[src/rtl/mem_defines.sv]
// Shared TCM constants, tag type and arbiter grant encoding.
package mem_defines;

   localparam logic [31:0] TCM_BASE  = 32'h0001_0000;
   localparam int unsigned TCM_WORDS = 16384;

   typedef logic [10:0] tcm_tag_t;

   typedef enum logic [1:0] {
      GNT_NONE = 2'd0,
      GNT_I    = 2'd1,
      GNT_D    = 2'd2
   } arb_grant_e;

endpackage

[src/rtl/tcm_arb_pick.sv]
// Grant selection for the TCM port: D wins over I, combinational, one grant per cycle.
// With TCM_ARB_STARVE_EN a streak counter forces an I grant after D_STREAK_MAX contended D grants.
module tcm_arb_pick
   import mem_defines::*;
#(
   parameter int unsigned D_STREAK_MAX = 4
) (
   input  logic       clk_i,
   input  logic       rst_ni,
   input  logic       i_req_i,
   input  logic       d_req_i,
   output arb_grant_e gnt_o
);

`ifdef TCM_ARB_STARVE_EN
   localparam int unsigned CW = $clog2(D_STREAK_MAX + 1);

   logic [CW-1:0] streak_q, streak_d;
   logic          force_i;

   assign force_i = i_req_i && (streak_q == CW'(D_STREAK_MAX));

   always_comb begin
      gnt_o = GNT_NONE;
      if (d_req_i && !force_i) begin
         gnt_o = GNT_D;
      end else if (i_req_i) begin
         gnt_o = GNT_I;
      end
   end

   // Only D grants that made I wait extend the streak; anything else restarts it.
   always_comb begin
      streak_d = '0;
      if (i_req_i && (gnt_o == GNT_D)) begin
         streak_d = streak_q + 1'b1;
      end
   end

   always_ff @(posedge clk_i) begin
      if (!rst_ni) begin
         streak_q <= '0;
      end else begin
         streak_q <= streak_d;
      end
   end
`else
   logic [31:0] unused_cfg;
   assign unused_cfg = 32'(D_STREAK_MAX) ^ {30'd0, clk_i, rst_ni};

   always_comb begin
      gnt_o = GNT_NONE;
      if (d_req_i) begin
         gnt_o = GNT_D;
      end else if (i_req_i) begin
         gnt_o = GNT_I;
      end
   end
`endif

endmodule

[src/rtl/tcm_port_arb.sv]
// Single-port TCM shared by fetch and data ports; combinational accept, responses 1 cycle later.
// No queuing: a losing requester holds its request. Optional I anti-starvation via TCM_ARB_STARVE_EN.
module tcm_port_arb
   import mem_defines::*;
#(
   parameter logic [31:0] BASE_ADDR    = TCM_BASE,
   parameter int unsigned SIZE_WORDS   = TCM_WORDS,
   parameter int unsigned AW           = $clog2(SIZE_WORDS),
   parameter int unsigned D_STREAK_MAX = 4
) (
   input  logic          clk_i,
   input  logic          rst_ni,

   input  logic          mem_i_rd_i,
   input  logic [31:0]   mem_i_pc_i,
   input  logic          mem_i_flush_i,
   input  logic          mem_i_invalidate_i,
   output logic          mem_i_accept_o,
   output logic          mem_i_valid_o,
   output logic          mem_i_error_o,
   output logic [31:0]   mem_i_inst_o,

   input  logic [31:0]   mem_d_addr_i,
   input  logic [31:0]   mem_d_data_wr_i,
   input  logic          mem_d_rd_i,
   input  logic [3:0]    mem_d_wr_i,
   input  tcm_tag_t      mem_d_req_tag_i,
   input  logic          mem_d_cacheable_i,
   input  logic          mem_d_flush_i,
   input  logic          mem_d_invalidate_i,
   input  logic          mem_d_writeback_i,
   output logic          mem_d_accept_o,
   output logic          mem_d_ack_o,
   output logic          mem_d_error_o,
   output logic [31:0]   mem_d_data_rd_o,
   output tcm_tag_t      mem_d_resp_tag_o,

   output logic          sram_cs_o,
   output logic [3:0]    sram_we_o,
   output logic [AW-1:0] sram_addr_o,
   output logic [31:0]   sram_wdata_o,
   input  logic [31:0]   sram_rdata_i
);

   localparam logic [32:0] LIMIT = {1'b0, BASE_ADDR} + 33'(4 * SIZE_WORDS);

   function automatic logic in_range(input logic [31:0] a);
      return ({1'b0, a} >= {1'b0, BASE_ADDR}) && ({1'b0, a} < LIMIT);
   endfunction

   function automatic logic [AW-1:0] word_addr(input logic [31:0] a);
      return AW'((a - BASE_ADDR) >> 2);
   endfunction

   logic       unused_in;
   logic       i_req, d_req, d_acc, i_in, d_in;
   arb_grant_e gnt;

   logic       resp_i_q, resp_i_d;
   logic       resp_d_q, resp_d_d;
   logic       err_q, err_d;
   logic       rdat_q, rdat_d;
   tcm_tag_t   tag_q, tag_d;

   assign unused_in = mem_i_flush_i ^ mem_i_invalidate_i ^ mem_d_cacheable_i;

   assign d_acc = mem_d_rd_i | (|mem_d_wr_i);
   assign d_req = rst_ni & (d_acc | mem_d_flush_i | mem_d_invalidate_i | mem_d_writeback_i);
   assign i_req = rst_ni & mem_i_rd_i;
   assign i_in  = in_range(mem_i_pc_i);
   assign d_in  = in_range(mem_d_addr_i);

   tcm_arb_pick #(
      .D_STREAK_MAX (D_STREAK_MAX)
   ) u_pick (
      .clk_i   (clk_i),
      .rst_ni  (rst_ni),
      .i_req_i (i_req),
      .d_req_i (d_req),
      .gnt_o   (gnt)
   );

   assign mem_i_accept_o = rst_ni && (gnt == GNT_I);
   assign mem_d_accept_o = rst_ni && (gnt == GNT_D);

   always_comb begin
      sram_cs_o    = 1'b0;
      sram_we_o    = '0;
      sram_addr_o  = '0;
      sram_wdata_o = '0;
      resp_i_d     = 1'b0;
      resp_d_d     = 1'b0;
      err_d        = 1'b0;
      rdat_d       = 1'b0;
      tag_d        = '0;
      case (gnt)
         GNT_I: begin
            resp_i_d = 1'b1;
            err_d    = !i_in;
            if (i_in) begin
               sram_cs_o   = 1'b1;
               sram_addr_o = word_addr(mem_i_pc_i);
               rdat_d      = 1'b1;
            end
         end
         GNT_D: begin
            resp_d_d = 1'b1;
            tag_d    = mem_d_req_tag_i;
            // Maintenance-only requests skip the range check and the SRAM.
            if (d_acc) begin
               err_d = !d_in;
               if (d_in) begin
                  sram_cs_o    = 1'b1;
                  sram_we_o    = mem_d_wr_i;
                  sram_addr_o  = word_addr(mem_d_addr_i);
                  sram_wdata_o = mem_d_data_wr_i;
                  rdat_d       = ~|mem_d_wr_i;
               end
            end
         end
         default: ;
      endcase
   end

   always_ff @(posedge clk_i) begin
      if (!rst_ni) begin
         resp_i_q <= 1'b0;
         resp_d_q <= 1'b0;
         err_q    <= 1'b0;
         rdat_q   <= 1'b0;
         tag_q    <= '0;
      end else begin
         resp_i_q <= resp_i_d;
         resp_d_q <= resp_d_d;
         err_q    <= err_d;
         rdat_q   <= rdat_d;
         tag_q    <= tag_d;
      end
   end

   // Gating with rst_ni hides a response registered just before reset asserted.
   assign mem_i_valid_o    = rst_ni & resp_i_q;
   assign mem_i_error_o    = rst_ni & resp_i_q & err_q;
   assign mem_i_inst_o     = (rst_ni & resp_i_q & rdat_q) ? sram_rdata_i : 32'd0;
   assign mem_d_ack_o      = rst_ni & resp_d_q;
   assign mem_d_error_o    = rst_ni & resp_d_q & err_q;
   assign mem_d_data_rd_o  = (rst_ni & resp_d_q & rdat_q) ? sram_rdata_i : 32'd0;
   assign mem_d_resp_tag_o = (rst_ni & resp_d_q) ? tag_q : '0;

endmodule

[config.mk]
export PLATFORM = sky130hd
export DESIGN_NAME = tcm_port_arb
export DESIGN_NICKNAME = d
export VERILOG_FILES = /design/src/rtl/mem_defines.sv /design/src/rtl/tcm_arb_pick.sv /design/src/rtl/tcm_port_arb.sv
export SDC_FILE = /design/constraint.sdc
export NUM_CORES = 1
export LEC_CHECK = 0
export CAP_MARGIN = 15
export CORE_AREA = 2 2 109 111
export DETAILED_ROUTE_END_ITERATION = 16
export DIE_AREA = 0 0 111 113
export PLACE_DENSITY_LB_ADDON = 0.25
export SKIP_LAST_GASP = 1
export SLEW_MARGIN = 5
export SYNTH_ARGS = -nofsm -noshare
export SYNTH_HDL_FRONTEND = slang
export SYNTH_SLANG_ARGS = --single-unit
[constraint.sdc]
create_clock -name clk_i -period 4.5 [get_ports clk_i]
set_input_delay 0.675 -clock clk_i [delete_from_list [all_inputs] [get_ports clk_i]]
set_output_delay 0.675 -clock clk_i [all_outputs]
set_load 0.05 [all_outputs]
==> reports/results.tsv, run 1 <==
metric	value	unit
RSZ-0062 raised after global routing	false	
max-cap violation count	0	
port bufs	277	
Multi-input gate area	0.001124	mm²
commonest non-fill, non-tap cells in the layout	275 x clkdlybuf4s50_1, 113 x and2_1, 15 x and3_1, 15 x dfxtp_1, 14 x a22o_1	
Starting Density	13.63	%
Yosys top cell by area	and2_1	
Hold Path Depth	2	
final period utilization	87.16	%
total negative slack	0	ns
fin. max-slew vios	0	
Placed Cells	608	
Register Area	300.3	µm²
synthesized cell area	0.001536	mm²
grt total ovfl	0	
Top delay family on crit path	buffers and inverters	
Crit path arrival time	3.25	ns
Mapped Cells	199	
Sink Count	15	
Peak Freq	254.9	MHz
first-pass GRT wire length	12660	µm
Slowest cell on crit path	clkdlybuf4s50_1	
Crit path largest cell delay	0.80	ns
Die Ht	113	µm
DR WL/cell	13.99	µm
WP depth	7	
Crit path top cell by count	clkdlybuf4s50_1	
fin cells	612	
CP Buf/Inv Count	3	
WS Path Type	input port to output port	
CTS hold repair buffers	0	
Mapped Nets	352	
share of cells above drive strength 1	4.051	%
clock-pin slew on the worst setup and hold paths	0.05	ns
Seq/Total Area, Yosys	19.54	%
CTS root buf	clkbuf_16	
antenna cells	0	
PwrDens	106.1	mW/mm²
synth unique cells	20	
Worst setup EP type	output port	
TritonRoute pass-1 iters	3	
Final ANT Viol Nets	0	
Vias	2421	
Max Root-Sink Buffers	2	
I/O Pins	285	
Core Area	0.01127	mm²
register bit total from synthesis	15	
Hold Path Class	input port to flop	
Total Routing Usage GR	12.55	%
crit path cell chain	clkdlybuf4s50_1 > nor4_1 > nand4_1 > nor2_4 > buf_4 > and2_1 > clkdlybuf4s50_1	
width of the die	111	µm
Placer Congestion	0.8632	
dpl hpwl	7668	µm
vias in the first global route	2364	
commonest non-fill, non-tap cell in the layout	clkdlybuf4s50_1	
status	finished, final reports clean	
# nets final	623	
worst vdd ir	0.1218	mV
DIE AREA	0.01254	mm²
CP Launch Type	input port	
vias per inst	3.956	
crit path time final	3.922	ns
iteration-0 DRC count of the detailed router	82	
number of gates resized after CTS	0	
Final setup viols	0	
CTS buffer count	3	
syn avg cell area	7.721	µm²
Area contributors post-synth	and2_1 46%, dfxtp_1 20%, a22o_1 8.0%	
CTS tree	done	
synth warn	0	
DRC viols	0	
slew at the pin closest to its max-slew limit	0.5544	ns
largest net degree at the start of global routing	51	
final hold violations	0	
Setup Buffers After CTS	0	
static leakage	1.746	nW
Filler cells	1173	
final WL	8559	µm
Data required, critical path	3.83	ns
H-tree Lvls	1	
antenna violations before repair	0	
Core Rows	39	
slew margin rel.	62.92	%
post-synth top area share	46.01	%
CP max FO	50	
Area Growth Syn to Fin	192.6	%
## kinds of logic (layout without fill, tap and decap cells)
family                 after synthesis  in the layout  share of synthesized area [%]
AO/OA/AOI/OAI                       20             20                          11.24
buffers and inverters               18            288                          7.329
flip-flops                          15             15                          19.54
AND/OR/NAND/NOR                    146            146                          61.89
## through the flow
step	setup WS [ns]	util, %	cell area, µm²	hold slack (ns)	total power [mW]
after floorplan	1.743	-	1536	0.7967	0.1719
after global placement	0.5304	39.17	4415	1.245	0.3124
after detailed placement	0.5078	39.17	4415	1.245	0.3144
after CTS	0.5022	39.88	4496	0.9915	0.4839
after global routing	0.3350	39.88	4496	0.9976	0.5045
final	0.5776	39.88	4496	0.9940	0.4768
## final cells by class
| type | count | area share, % |
|---|---|---|
| timing repair buffer | 282 | 62.40 |
| clock inverter | 1 | 0.1113 |
| clock buffer | 3 | 1.670 |
| multi-input combinational | 166 | 24.99 |
| inverter | 2 | 0.1670 |
| sequential | 15 | 6.680 |
| tap | 143 | 3.980 |
## layer usage
metal	global-route usage, %	up-vias	routed length [µm]
li1	-	1203	-
met1	13.00	1038	3184
met2	24.79	172	4359
met3	4.392	8	937
met4	1.833	0	78
met5	0	-	0
## sequential cells by signal, indices dropped and copies added, names as in the netlist
register / count
tag_q: 11
err_q: 1
resp_i_q: 1
rdat_q: 1
resp_d_q: 1
## synthesized netlist by cell type
| master | n |
|---|---|
| and2_1 | 113 |
| and2_2 | 1 |
| nand4_2 | 1 |
| nor4b_1 | 2 |
| dfxtp_1 | 15 |
| or4_4 | 1 |
| nor4_2 | 2 |
| inv_1 | 2 |
| nand2_1 | 1 |
| o21ai_0 | 1 |
| a21boi_0 | 3 |
| nand4_1 | 2 |
| buf_6 | 6 |
| clkbuf_1 | 10 |
| a22o_1 | 14 |
| o22ai_1 | 1 |
| o21ai_4 | 1 |
| nor4_1 | 6 |
| and3_1 | 15 |
| nor2_4 | 2 |
## where the power goes
| part | total, mW | internal [mW] | switching [mW] |
|---|---|---|---|
| clock network | 0.166 | 0.118 | 0.0481 |
| registers | 0.142 | 0.140 | 0.00268 |
| logic | 0.168 | 0.124 | 0.0442 |
## final timing paths
| path | slack (ns) | end | startpoint |
|---|---|---|---|
| max | 0.58 | sram_wdata_o[27] | mem_d_addr_i[20] |
| min | 0.99 | tag_q[0]$_SDFF_PN0_ | mem_d_req_tag_i[0] |
(Power assumes the default switching activity.)
==> run 2, diff against run 1 <==
- GPL_TIMING_DRIVEN: default -> 0
- clock period: 4.5 -> 5.1 ns (I/O delays scaled with it)
==> reports/results.tsv, run 2 (same netlist as run 1, synthesis figures left out) <==
metric	value	unit	change
vias per inst	3.953		about the same
width of the die	111	µm	unchanged
Logic pwr share	35.3	%	about the same
Peak Freq	240.9	MHz	
CTS buffer count	3		unchanged
Post-Route M1 WL	3087	µm	-3.0%
WS Path Type	input port to output port		
worst vdd ir	0.1027	mV	-16%
Reg power frac	29.6	%	-0.2 points
fin. max-slew vios	0		unchanged
commonest non-fill, non-tap cell in the layout	clkdlybuf4s50_1		
RSZ-0062 raised after global routing	false		
CTS root buf	clkbuf_16		
PwrDens	92.48	mW/mm²	-13%
pre-CTS setup slack	0.8894	ns	+0.3816 ns
number of gates resized after CTS	0		unchanged
DRC viols	0		unchanged
I/O Pins	285		unchanged
iteration-0 DRC count of the detailed router	57		-30%
Core Rows	39		unchanged
share of cells above drive strength 1	3.542	%	-0.51 points
wire length on met3	1040	µm	+11%
H-tree Lvls	1		unchanged
status	finished, final reports clean		
slew margin rel.	62.78	%	-0.15 points
Die Ht	113	µm	unchanged
Starting Density	13.63	%	unchanged
Core Area	0.01127	mm²	unchanged
Sink Count	15		unchanged
CTS tree	done		
commonest non-fill, non-tap cells in the layout	277 x clkdlybuf4s50_1, 113 x and2_1, 15 x and3_1, 15 x dfxtp_1, 14 x a22o_1		
CTS hold repair buffers	0		unchanged
final period utilization	81.39	%	
CP max FO	10		-80%
Hold Path Class	input port to flop		
vias in the first global route	2431		+2.8%
largest reg by FF count	tag_q		
total power	422.3	µW	-11%
Placer Congestion	0.8625		about the same
placed inst area	0.004488	mm²	+1.6%
dpl hpwl	7996	µm	+4.3%
Area Growth Syn to Fin	197.2	%	
Final setup viols	0		unchanged
clock share of power	35.1	%	+0.3 points
Vias	2463		+1.7%
final hold violations	0		unchanged
DR top layer	met4		
port bufs	277		unchanged
static leakage	1.762	nW	+0.91%
Setup Buffers After CTS	0		unchanged
grt total ovfl	0		unchanged
Worst setup EP type	output port		
crit path time final	4.151	ns	
# nets final	634		+1.8%
first-pass GRT wire length	12590	µm	-0.54%
antenna cells	0		unchanged
largest net degree at the start of global routing	11		-78%
PnR worst setup slack	0.9493	ns	+0.3717 ns
Crit path largest cell delay	0.81	ns	about the same
switch share	20.01	%	+0.095 points
clock-pin slew on the worst setup and hold paths	0.05	ns	about the same
fin cells	623		+1.8%
TritonRoute pass-1 iters	4		+1
Slowest cell on crit path	clkdlybuf4s50_1		
Power Internal	337.8	µW	-12%
crit path cell chain	clkdlybuf4s50_1 > clkbuf_1 > and3_1 > clkbuf_1 > and2_1 > clkdlybuf4s50_1		
Data required, critical path	4.34	ns	+0.51 ns
slew at the pin closest to its max-slew limit	0.5566	ns	+0.002179 ns
Placed Cells	619		+1.8%
total negative slack	0	ns	unchanged
Switching Power	84.51	µW	-11%
DR WL/cell	14.05	µm	+0.48%
Final ANT Viol Nets	0		unchanged
DR WL met2	4540	µm	+4.2%
Max Root-Sink Buffers	2		unchanged
max FFs per register	11		unchanged
final WL	8755	µm	+2.3%
antenna violations before repair	0		unchanged
CP Launch Type	input port		
Crit path arrival time	3.39	ns	+0.14 ns
max-cap violation count	0		unchanged
fin area	0.004567	mm²	+1.6%
Total Routing Usage GR	12.52	%	-0.034 points
DIE AREA	0.01254	mm²	unchanged
## run 2: changes by cell type in the layout (fill, tap and decap cells not counted), sizes merged
cell | previous run | this run
buf | 7 | 6
clkbuf | 3 | 14
clkdlybuf4s50 | 275 | 277
clkinv | 1 | 0
## run 2: final timing paths
check	startpoint	to	slack, ns	cells after the start
max	rst_ni	mem_d_data_rd_o[8]	0.95	6
min	mem_d_req_tag_i[3]	tag_q[3]$_SDFF_PN0_	1.09	2
## run 2: per-layer routing
layer  vias to the layer above  track usage, %
li1                       1225               -
met1                      1056           12.09
met2                       174           25.32
met3                         8           4.981
met4                         0           1.917
met5                         -               0
## run 2: area by class of cell
cell class,count,area [µm²]
multi-input combinational,166,1124
timing repair buffer,277,2773
sequential,15,300.3
fill,1169,6705
clock buffer,4,78.83
tap,143,178.9
inverter,2,7.507
buffer,16,105.1
## run 2: per-stage QoR
step / utilization [%] / hold WS [ns]
2_1_floorplan: - / 0.8867
3_3_place_gp: 39.82 / 1.335
3_5_place_dp: 39.82 / 1.339
4_1_cts: 40.52 / 1.087
5_1_grt: 40.52 / 1.090
6_report: 40.52 / 1.087
## run 2: critical path, delay by kind of cell
kind	cells	cell delay, ns
AND/OR/NAND/NOR	2	0.53
buffers and inverters	4	2.08
## run 2: power by group through the flow
stage	Combinational [mW]	Clock (mW)	Sequential, mW
detailed placement	0.150	0	0.127
floorplan	0.0254	0	0.126
global route	0.158	0.156	0.125
CTS	0.151	0.151	0.125
finish	0.149	0.148	0.125
global placement	0.148	0	0.127
